--- src/rtl/parallel_out_pkg.sv ---
// Shared definitions for the parallel output bank: channel op encoding and default parameters.
package parallel_out_pkg;

  typedef enum logic [1:0] {
    OP_WR  = 2'd0,
    OP_SET = 2'd1,
    OP_CLR = 2'd2,
    OP_TGL = 2'd3
  } op_e;

  localparam int          DEF_DATA_W    = 8;
  localparam int          DEF_ADDR_W    = 8;
  localparam int          DEF_N_CH      = 4;
  localparam int unsigned DEF_BASE_ADDR = 32'h0000_00F0;

endpackage

--- src/rtl/parallel_out_channel.sv ---
// One output channel: value register, WR/SET/CLR/TGL op logic and a change-pulse flop.
module parallel_out_channel
  import parallel_out_pkg::*;
#(
  parameter int DATA_W = DEF_DATA_W
) (
  input  logic              clk,
  input  logic              reset,
  input  logic              sel,
  input  op_e               op,
  input  logic [DATA_W-1:0] wdata,
  output logic [DATA_W-1:0] value,
  output logic              updated
);

  logic [DATA_W-1:0] next_value;
  logic              changed;

  // NOTE: every output of a combinational block gets a default first, so no path can infer a latch.
  always_comb begin
    next_value = value;
    unique case (op)
      OP_WR:  next_value = wdata;
      OP_SET: next_value = value | wdata;
      OP_CLR: next_value = value & ~wdata;
      OP_TGL: next_value = value ^ wdata;
      default: next_value = value;
    endcase
  end

  // A write that leaves the value as it was must not pulse.
  assign changed = sel && (next_value != value);

  // NOTE: state is updated with non-blocking assignments so every flop samples pre-edge values.
  always_ff @(posedge clk) begin
    if (reset) begin
      value   <= '0;
      updated <= 1'b0;
    end else begin
      if (changed) value <= next_value;
      updated <= changed;
    end
  end

endmodule

--- src/rtl/parallel_out_bank.sv ---
// Memory-mapped bank of N_CH output channels with per-channel op regions and optional readback.
// Readback is compiled in only when PARALLEL_OUT_READBACK_EN is defined.
module parallel_out_bank
  import parallel_out_pkg::*;
#(
  parameter int          DATA_W    = DEF_DATA_W,
  parameter int          ADDR_W    = DEF_ADDR_W,
  parameter int          N_CH      = DEF_N_CH,
  parameter int unsigned BASE_ADDR = DEF_BASE_ADDR
) (
  input  logic                         clk,
  input  logic                         reset,
  input  logic                         we,
  input  logic                         re,
  input  logic [ADDR_W-1:0]            Address,
  input  logic [DATA_W-1:0]            WriteData,
  output logic                         hit,
  output logic [DATA_W-1:0]            ReadData,
  output logic [N_CH-1:0][DATA_W-1:0]  DataOut,
  output logic [N_CH-1:0]              Updated
);

  localparam int WIN = 4 * N_CH;

  if (N_CH < 1 || N_CH > 16 || (N_CH & (N_CH - 1)) != 0) begin : g_bad_n_ch
    $error("parallel_out_bank: N_CH must be a power of two in 1..16");
  end
  if ((BASE_ADDR % WIN) != 0 ||
      (longint'(BASE_ADDR) + longint'(WIN)) > (longint'(1) << ADDR_W)) begin : g_bad_base
    $error("parallel_out_bank: BASE_ADDR misaligned or window exceeds address space");
  end

  logic [ADDR_W-1:0] offset;
  int                off_i;
  int                ch_idx;
  op_e               op;

  // Offset wraps below BASE_ADDR, so the lower-bound compare is kept explicit.
  assign offset = Address - ADDR_W'(BASE_ADDR);
  assign off_i  = int'(offset);
  assign hit    = (Address >= ADDR_W'(BASE_ADDR)) && (off_i < WIN);
  assign ch_idx = off_i % N_CH;
  assign op     = op_e'(2'(off_i / N_CH));

  for (genvar i = 0; i < N_CH; i++) begin : g_ch
    parallel_out_channel #(
      .DATA_W (DATA_W)
    ) u_channel (
      .clk     (clk),
      .reset   (reset),
      .sel     (we && hit && (ch_idx == i)),
      .op      (op),
      .wdata   (WriteData),
      .value   (DataOut[i]),
      .updated (Updated[i])
    );
  end

`ifdef PARALLEL_OUT_READBACK_EN
  logic [DATA_W-1:0] rd_mux;

  always_comb begin
    rd_mux = '0;
    for (int i = 0; i < N_CH; i++) begin
      if (ch_idx == i) rd_mux = DataOut[i];
    end
  end

  // DataOut is read before this edge's write lands, so re+we returns the old value.
  always_ff @(posedge clk) begin
    if (reset)            ReadData <= '0;
    else if (re && hit)   ReadData <= rd_mux;
    else                  ReadData <= '0;
  end
`else
  logic unused_re;
  assign unused_re = re;
  assign ReadData  = '0;
`endif

endmodule

--- config.mk ---
export PLATFORM = sky130hd
export DESIGN_NAME = parallel_out_bank
export DESIGN_NICKNAME = d
export VERILOG_FILES = /design/src/rtl/parallel_out_pkg.sv /design/src/rtl/parallel_out_channel.sv /design/src/rtl/parallel_out_bank.sv
export SDC_FILE = /design/constraint.sdc
export NUM_CORES = 1
export LEC_CHECK = 0
export ABC_AREA = 1
export CAP_MARGIN = 10
export CORE_UTILIZATION = 47
export DETAILED_ROUTE_END_ITERATION = 7
export DONT_BUFFER_PORTS = 1
export MAX_ROUTING_LAYER = met4
export REMOVE_ABC_BUFFERS = 1
export SLEW_MARGIN = 30
export SYNTH_ARGS = -nofsm -noshare
export SYNTH_HDL_FRONTEND = slang
export SYNTH_HIERARCHICAL = 1
export SYNTH_SLANG_ARGS = --single-unit
--- constraint.sdc ---
create_clock -name clk -period 2.28 [get_ports clk]
set_input_delay 0.684 -clock clk [delete_from_list [all_inputs] [get_ports clk]]
set_output_delay 0.684 -clock clk [all_outputs]
set_load 0.02 [all_outputs]
## Word-level counts from Yosys, hierarchy flattened

Index checks and enable logic that the tools add are counted.
W data, S select, Z words.

| operators by class | value |
|---|---|
| reductions and logical operators | 12 |
| $lt $le $gt $ge | 2 |
| multiplexer cells | 4 |
| eq/ne operators | 10 |
| bitwise logic cells | 13 |
| add/subtract/negate cells | 1 |

Operator list:

| cell | count |
|---|---|
| $pmux W8 S4 | 4 |
| $and A8 B8 Y8 | 4 |
| $logic_not A32 Y1 | 1 |
| $ne A8 B8 Y1 | 4 |
| $or A8 B8 Y8 | 4 |
| $xor A8 B8 Y8 | 4 |
| $logic_and A1 B1 Y1 | 10 |
| $eq A2 B2 Y1 const B | 4 |
| $ge A8 B8 Y1 const B | 1 |
| $lt A8 B5 Y1 const B | 1 |
| $not A8 Y8 | 1 |
| $sub A8 B8 Y8 const B | 1 |
| $eq A2 B1 Y1 const B | 2 |
| $logic_not A2 Y1 | 1 |

| word-level totals | value |
|---|---|
| logic and storage cells | 50 |
| output and inout port bits | 45 |
| input port bits | 20 |
| register bits after elaboration | 36 |

## Depth between registers and ports, before layout

| depth | value |
|---|---|
| depth after elaboration | 6 |
| gate-level depth with buffers | 15 |
| mapped depth without buffers | 14 |

## By module

Netlist, hierarchy kept.

By module, submodules not included:

| module | cells an instance | times used | area each (sq um) | seq. area each (sq um) |
|---|---|---|---|---|
| parallel_out_channel | 177 | 4 | 1094.8 | 180.2 |
| parallel_out_bank | 23 | 1 | 121.4 | 0.0 |

## Least setup slack after synthesis

No wires, ideal clock.

| timing | value |
|---|---|
| kind | input to register |
| start point | input WriteData[1] |
| end point | register g_ch[0].u_channel.value[0] |
| data required time | 2.165 ns |
| arrival | 1.925 ns |
| path buffers | 1 |
| path slack | 0.240 ns |
| library setup time | 0.115 ns |
| stages on the path | 13 |
| cell sequence | inv_1 -> ha_1 -> nand3_1 -> nand2_1 -> o21ai_2 -> nand2_1 -> nand2_1 -> nand2_1 -> nor2_2 -> nand2_2 -> buf_6 -> a21oi_1 -> nor2_1 |

| on the way | value |
|---|---|
| longest elaborated chain between the ends | 5 |
| elaborated cells on any way between the ends | 7 |
| those cells by class | 1 x eq/ne; 1 x mux; 4 x bitwise; 1 x reduce/logical |

Ends and longest elaborated chain:

| what | line | source |
|---|---|---|
| start, declared | parallel_out_bank.sv:16 | `input logic [DATA_W-1:0] WriteData,` |
| $not A8 Y8 | parallel_out_channel.sv:25 | `OP_CLR: next_value = value & ~wdata;` |
| $and A8 B8 Y8 | parallel_out_channel.sv:25 |  |
| $pmux W8 S4 (*) | parallel_out_channel.sv:22 | `unique case (op)` |
| $ne A8 B8 Y1 (*) | parallel_out_channel.sv:32 | `assign changed = sel && (next_value != value);` |
| $logic_and A1 B1 Y1 (*) | parallel_out_channel.sv:32 |  |
| end signal, assigned | parallel_out_channel.sv:40 | `if (changed) value <= next_value;` |
| end, declared | parallel_out_channel.sv:12 | `output logic [DATA_W-1:0] value,` |

Every way passes the cells marked *; elsewhere a longest branch is shown, timed or not.
A chain may end at the register's enable or synchronous reset.

## Final worst setup path

| timing | value |
|---|---|
| start point | register g_ch[2].u_channel.value[1] |
| end point | register g_ch[2].u_channel.value[4] |

| on the way | value |
|---|---|
| longest elaborated chain between the ends | 4 |
| elaborated cells on any way between the ends | 6 |
| those cells by class | 1 x eq/ne; 1 x mux; 3 x bitwise; 1 x reduce/logical |

Ends and longest elaborated chain:

| what | line | source |
|---|---|---|
| start, declared | parallel_out_channel.sv:12 |  |
| start signal, assigned | parallel_out_channel.sv:40 |  |
| $xor A8 B8 Y8, or another cell as far along | parallel_out_channel.sv:26 | `OP_TGL: next_value = value ^ wdata;` |
| $pmux W8 S4 | parallel_out_channel.sv:22 |  |
| $ne A8 B8 Y1 (*) | parallel_out_channel.sv:32 |  |
| $logic_and A1 B1 Y1 (*) | parallel_out_channel.sv:32 |  |

Marked as above.

==> impl_results.md <==
* Pin count of the biggest net entering global routing at a little under 90
* Initial antenna violation count at 0
* Sink Count at 36
* Clock Pin Slew Worst Setup and Hold Paths at 0.08 ns
* RSZ-0062 raised after global routing: no
* Die height at 99.86 um
* Detailed Place HPWL at 8006 um
* Setup_tns at 0 ns
* Share of cells above drive strength 1 at 12.32%
* FMAX at 492.1 MHz
* GRT busiest layer: met2
* CTS resizes at 0
* Synth top area share at about 18%
* Grt met3 use at 3.064%
* Pins Over Slew Limit at 0
* CP Max Fanout at 17
* Sequential area share after synthesis at 16.01%
* Core ar. at 9240 um^2
* Drc violations at 0
* Ports at between 60 and 70
* Cell taking the most area after synthesis: ha_1
* Met2 usage at 42.76%
* Crit path time final at about 2 ns
* Post-Syn Area at about 4500 um^2
* Finish-stage setup viols at 0
* Worst Path Arrival at roughly 2.2 ns
* Total chip power at 1.553 mW
* HP Class: input pin to flop
* Yosys cell types at 21
* Critical path type: flop to flop
* Die Wd at 99.86 um
* Post-Syn Area per Cell at 6.157 um^2
* # hold bufs at CTS at 0
* Worst Setup Start Kind: flop
* DRT Wirelength at 11270 um
* P&R area growth vs syn at 7.006%
* Final cell count without fillers at 884
* Tcrit/Tclk final at 89.13%
* Pleak at 2.538 nW
* YS warnings at 6
* Vias in the first global route at 4223
* CTS tree: built
* Synthesized instance count at approximately 730
* Avg WL per Cell at 12.75 um
* Status: finished clean
* Die ar. at 9971 um^2
* Worst Clk Skew at around 0.0023 ns
* CP Data Required Time at 2.46 ns
* Nets at 838
* CTS root buf: clkbuf_8
* FP Rows at 35
* Pre-antenna DRT Iters at 4
* Placement Setup Slack at 0.05946 ns
* Clk buf depth at 2
* N_diodes at 0
* Final ANT Viol Nets at 0
* GPL Wtd Cong at around 0.76
* Peak VDD IR at about 200 uV
* Hold Slack at 0.4573 ns
* Total number of vias at roughly 4.5k
* Total GRT Usage at between 20% and 30%
* Setup slack after layout at ~0.25 ns
* DRT iter0 DRCs at 169
* Ranking of synthesized cells by area: ha_1 (18%), nand2_1 (17%), dfxtp_1 (16%)
* Worst-skew pair later-pin latency at 0.28 ns
* IO Port Bufs at 0
* Final Hold Viols at 0
* Max-cap check violation count at 0
* Met1 GRT Util at 28.33%
* Placed cell count at ~880
* PwrDens at between 300 and 400 nW/um^2
* Setup Buffers After CTS at 0
* First-pass GRT wire length at 18750 um
* Global route overflow at 0
* CTS H-tree depth at 2
* CTS buffer count at 5
* Initial Util at between 40 and 50%
* Seq cells post-synth at 36
* DR vias/cell at 5.144
* CP Capture Type: flop
state kept, by name, summed over array words and instances (netlist names):
signal / flops
g_ch.u_channel/updated: 4
g_ch.u_channel/value: 32
layout make-up:
cell class                 instances  area (um^2)
sequential                        36        720.7
tap                              129        161.4
inverter                         102        382.9
multi-input combinational        564         3123
fill                             942         4424
clock buffer                       8        90.09
timing repair buffer              45        337.8
cell families (layout without fill, tap and decap cells):
logic type | count (synthesis) | in the layout | synth area share [%]
AO/OA/AOI/OAI | 100 | 100 | 13.12
other | 1 | 8 | 0.08332
adder cells (fa/ha/maj) | 64 | 64 | 17.79
buffers and inverters | 138 | 155 | 15.18
flip-flops | 36 | 36 | 16.01
AND/OR/NAND/NOR | 392 | 392 | 37.81
where the power goes:
group          internal [mW]  switching, mW
combinational          0.154          0.266
clock                  0.247          0.248
sequential             0.632        0.00443
placed cells by master, fill, tap and decap left out:
| cell | synthesis | final |
|---|---|---|
| nand3_1 | 124 | 124 |
| a21oi_1 | 52 | 52 |
| dfxtp_1 | 36 | 36 |
| clkbuf_1 | 4 | 2 |
| clkbuf_8 | 0 | 6 |
| o21ai_2 | 12 | 12 |
| a21oi_2 | 4 | 4 |
| o211ai_1 | 8 | 8 |
| conb_1 | 1 | 8 |
| nand3b_1 | 8 | 8 |
| ha_1 | 64 | 64 |
| nand2_1 | 202 | 202 |
| nor2_1 | 40 | 40 |
| a21o_1 | 4 | 4 |
| inv_1 | 94 | 94 |
| o21ai_1 | 20 | 20 |
| buf_4 | 12 | 45 |
| inv_2 | 8 | 8 |
| nand2_2 | 5 | 5 |
| nor2_2 | 13 | 13 |
synthesized netlist by cell type:
cell type  number
nand2_1       202
nand3_1       124
inv_1          94
ha_1           64
a21oi_1        52
nor2_1         40
dfxtp_1        36
o21ai_1        20
buf_6          16
nor2_2         13
buf_4          12
o21ai_2        12
inv_2           8
nand3b_1        8
o211ai_1        8
nand2_2         5
a21o_1          4
a21oi_2         4
buf_1           4
clkbuf_1        4
conb_1          1
worst paths after layout:
check,cells after the start,start,to,slack (ns)
setup / recovery,12,g_ch[2].u_channel/value[1]$_SDFFE_PP0P_,g_ch[2].u_channel/value[4]$_SDFFE_PP0P_,0.25
hold / removal,1,reset,g_ch[2].u_channel/updated$_SDFF_PP0_,0.46
setup reg to reg,12,g_ch[2].u_channel/value[1]$_SDFFE_PP0P_,g_ch[2].u_channel/value[4]$_SDFFE_PP0P_,0.25
hold reg to reg,2,g_ch[0].u_channel/value[3]$_SDFFE_PP0P_,g_ch[0].u_channel/value[3]$_SDFFE_PP0P_,0.52
per-stage QoR:
| step | area (um^2) | utilization, % |
|---|---|---|
| 2_1_floorplan | 4227 | - |
| 3_3_place_gp | 4726 | 51.14 |
| 3_5_place_dp | 4726 | 51.14 |
| 4_1_cts | 4816 | 52.12 |
| 5_1_grt | 4816 | 52.12 |
| 6_report | 4816 | 52.12 |
per-layer routing:
layer / up-vias / wire length, um
li1: 2390 / -
met1: 2056 / 5192
met2: 97 / 5484
met3: 4 / 509
met4: 0 / 81
met5: - / 0
critical path, stage by stage, from the launching register on:
cell and delay (ns):
dfxtp_1 0.42, inv_1 0.09, ha_1 0.29, nand3_1 0.10
nand2_1 0.08, o21ai_2 0.14, nand2_1 0.07, nand2_1 0.07
nand2_1 0.07, nor2_2 0.11, nand2_2 0.22, a21oi_1 0.21
nor2_1 0.06
Power figures use the tool's default switching activity.
==> RTL edit, RTL diff (config.mk and constraints unchanged) <==
The package constant `DEF_ADDR_W` goes from 8 to 10.
--- a/src/rtl/parallel_out_pkg.sv
+++ b/src/rtl/parallel_out_pkg.sv
@@ -9,7 +9,7 @@
   } op_e;
 
   localparam int          DEF_DATA_W    = 8;
-  localparam int          DEF_ADDR_W    = 8;
+  localparam int          DEF_ADDR_W    = 10;
   localparam int          DEF_N_CH      = 4;
   localparam int unsigned DEF_BASE_ADDR = 32'h0000_00F0;
 
Ports: changed (resized Address); port bits go from 65 to 67. The function was not compared with the original's and may differ.
==> RTL edit against the original RTL <==
- sequential cell count stayed put
- die area grew 0.33%
- count of clock-buffer cells in the layout shrank 2
- worst setup slack worse by 0.012 ns
- routed wire length is 6.4% higher
- total power grew 4.7%
- area after synthesis grew 0.33%
- combinational power shrank 5.2%
- cell area rose by 0.36%
- critical path type unchanged
- critical endpoint is now g_ch[1].u_channel/value[6]
- largest cell class unchanged
- largest power group unchanged
==> RTL edit: results (changes against the original RTL) <==
cts-buffers-inserted: 5  # unchanged
synth.mux.area_fraction: 0  # unchanged
grt_util_all_layers: 0.253  # +0.0153
cts.repair.resized: 0  # unchanged
yosysWarnings: 6  # unchanged
postCtsSetupBuffers: 0  # unchanged
via_per_inst: 5.30  # +3.1%
place_area_um2: 4730  # unchanged
grt_first_pass_wirelength_mm: 19.9  # +6.4%
first_global_vias: 4511  # +6.8%
cts_root_buffer: "clkbuf_8"
drt_iter0_drc: 160  # -5.3%
dp.final_hpwl_mm: 8.27  # +3.3%
netlist_instances: 733  # +0.27%
routabilityCongestion: 0.808  # +6.1%
yosys-top-cells-count: "202 x nand2_1, 124 x nand3_1, 94 x inv_1, 64 x ha_1, 52 x a21oi_1"
insertion_delay_ns: 0.29
grt_start_max_net_pins: 89  # unchanged
status: "finished, final reports clean"
place_worst_setup_slack_ns: 0.0289  # -0.0306 ns
worst_path_max_delay_cell: "dfxtp_1"
ys_types: 23  # +9.5%
firstDrtPassIters: 5  # +1
seq_area_frac_synth: 0.160  # -0.000532
layout-drive-gt1-share: 0.123  # unchanged
fill_cells: 953  # +1.2%
synth-xor-area-share: 0  # unchanged
crit_fanout: 17  # unchanged
wl_per_cell_um: 13.6  # +6.4%
ir_drop_v: 0.000215  # +6.1%
slowest_delay_ns: 0.41
path_clk_slew_ns: 0.09
async_reset_ff_frac: 0  # unchanged
placed_cells: 876  # unchanged
crit_arrival_ns: 2.24  # +0.03 ns
clock_path_buffers: 2  # unchanged
layout.nets: 840  # +0.24%
clock_skew_ns: 0.00319  # +0.000906 ns
num_vias: 4687  # +3.1%
synth_area_leaders: "ha_1 18%, nand2_1 17%, dfxtp_1 16%, nand3_1 14%, inv_1 7.8%"
synth_compound_area_frac: 0.131  # -0.000436
p_leak_nw: 2.54  # about the same
synthAdderAreaFrac: 0.177  # -0.000592
RTL edit: cell count changes after synthesis, sizes merged:
| cell | before | now |
|---|---|---|
| nand3 | 124 | 125 |
| and2 | 0 | 1 |
| nand2 | 207 | 206 |
| nor2 | 53 | 54 |
RTL edit: cells by family after synthesis:
kind of cell	after synthesis
and+or+nand+nor	394
buffers and inverters	138
AOI/OAI and AO/OA	100
adders and majority gates	64
DFF	36
other	1
RTL edit: layer usage:
| metal | vias to the layer above | track usage | wire [um] |
|---|---|---|---|
| li1 | 2390 | - | - |
| met1 | 2169 | 0.292 | 5320 |
| met2 | 114 | 0.450 | 5880 |
| met3 | 14 | 0.0369 | 631 |
| met4 | 0 | 0.0792 | 159 |
| met5 | - | - | 0 |
RTL edit: area by class of cell:
type                    count  area [um2]  area share
flip-flops and latches     36         721       0.149
clock inverters             2        35.0     0.00725
well taps                 129         161      0.0334
repair buffers             43         323      0.0668
multi-input cells         566        3140       0.649
clock buffers               6        72.6      0.0150
inverters                 102         383      0.0792
RTL edit: worst paths after layout:
kind,from,to,slack (ns),cells after the start
setup / recovery,g_ch[1].u_channel/value[7],g_ch[1].u_channel/value[6],0.24,14
hold / removal,reset,g_ch[0].u_channel/updated,0.45,1
setup reg to reg,g_ch[1].u_channel/value[7],g_ch[1].u_channel/value[6],0.24,14
hold reg to reg,g_ch[0].u_channel/value[0],g_ch[0].u_channel/value[0],0.52,2
RTL edit: where the power goes:
part	internal (mW)	switching, mW
Combinational	0.142	0.256
Sequential	0.629	0.00139
Clock	0.326	0.271
Total	1.10	0.528
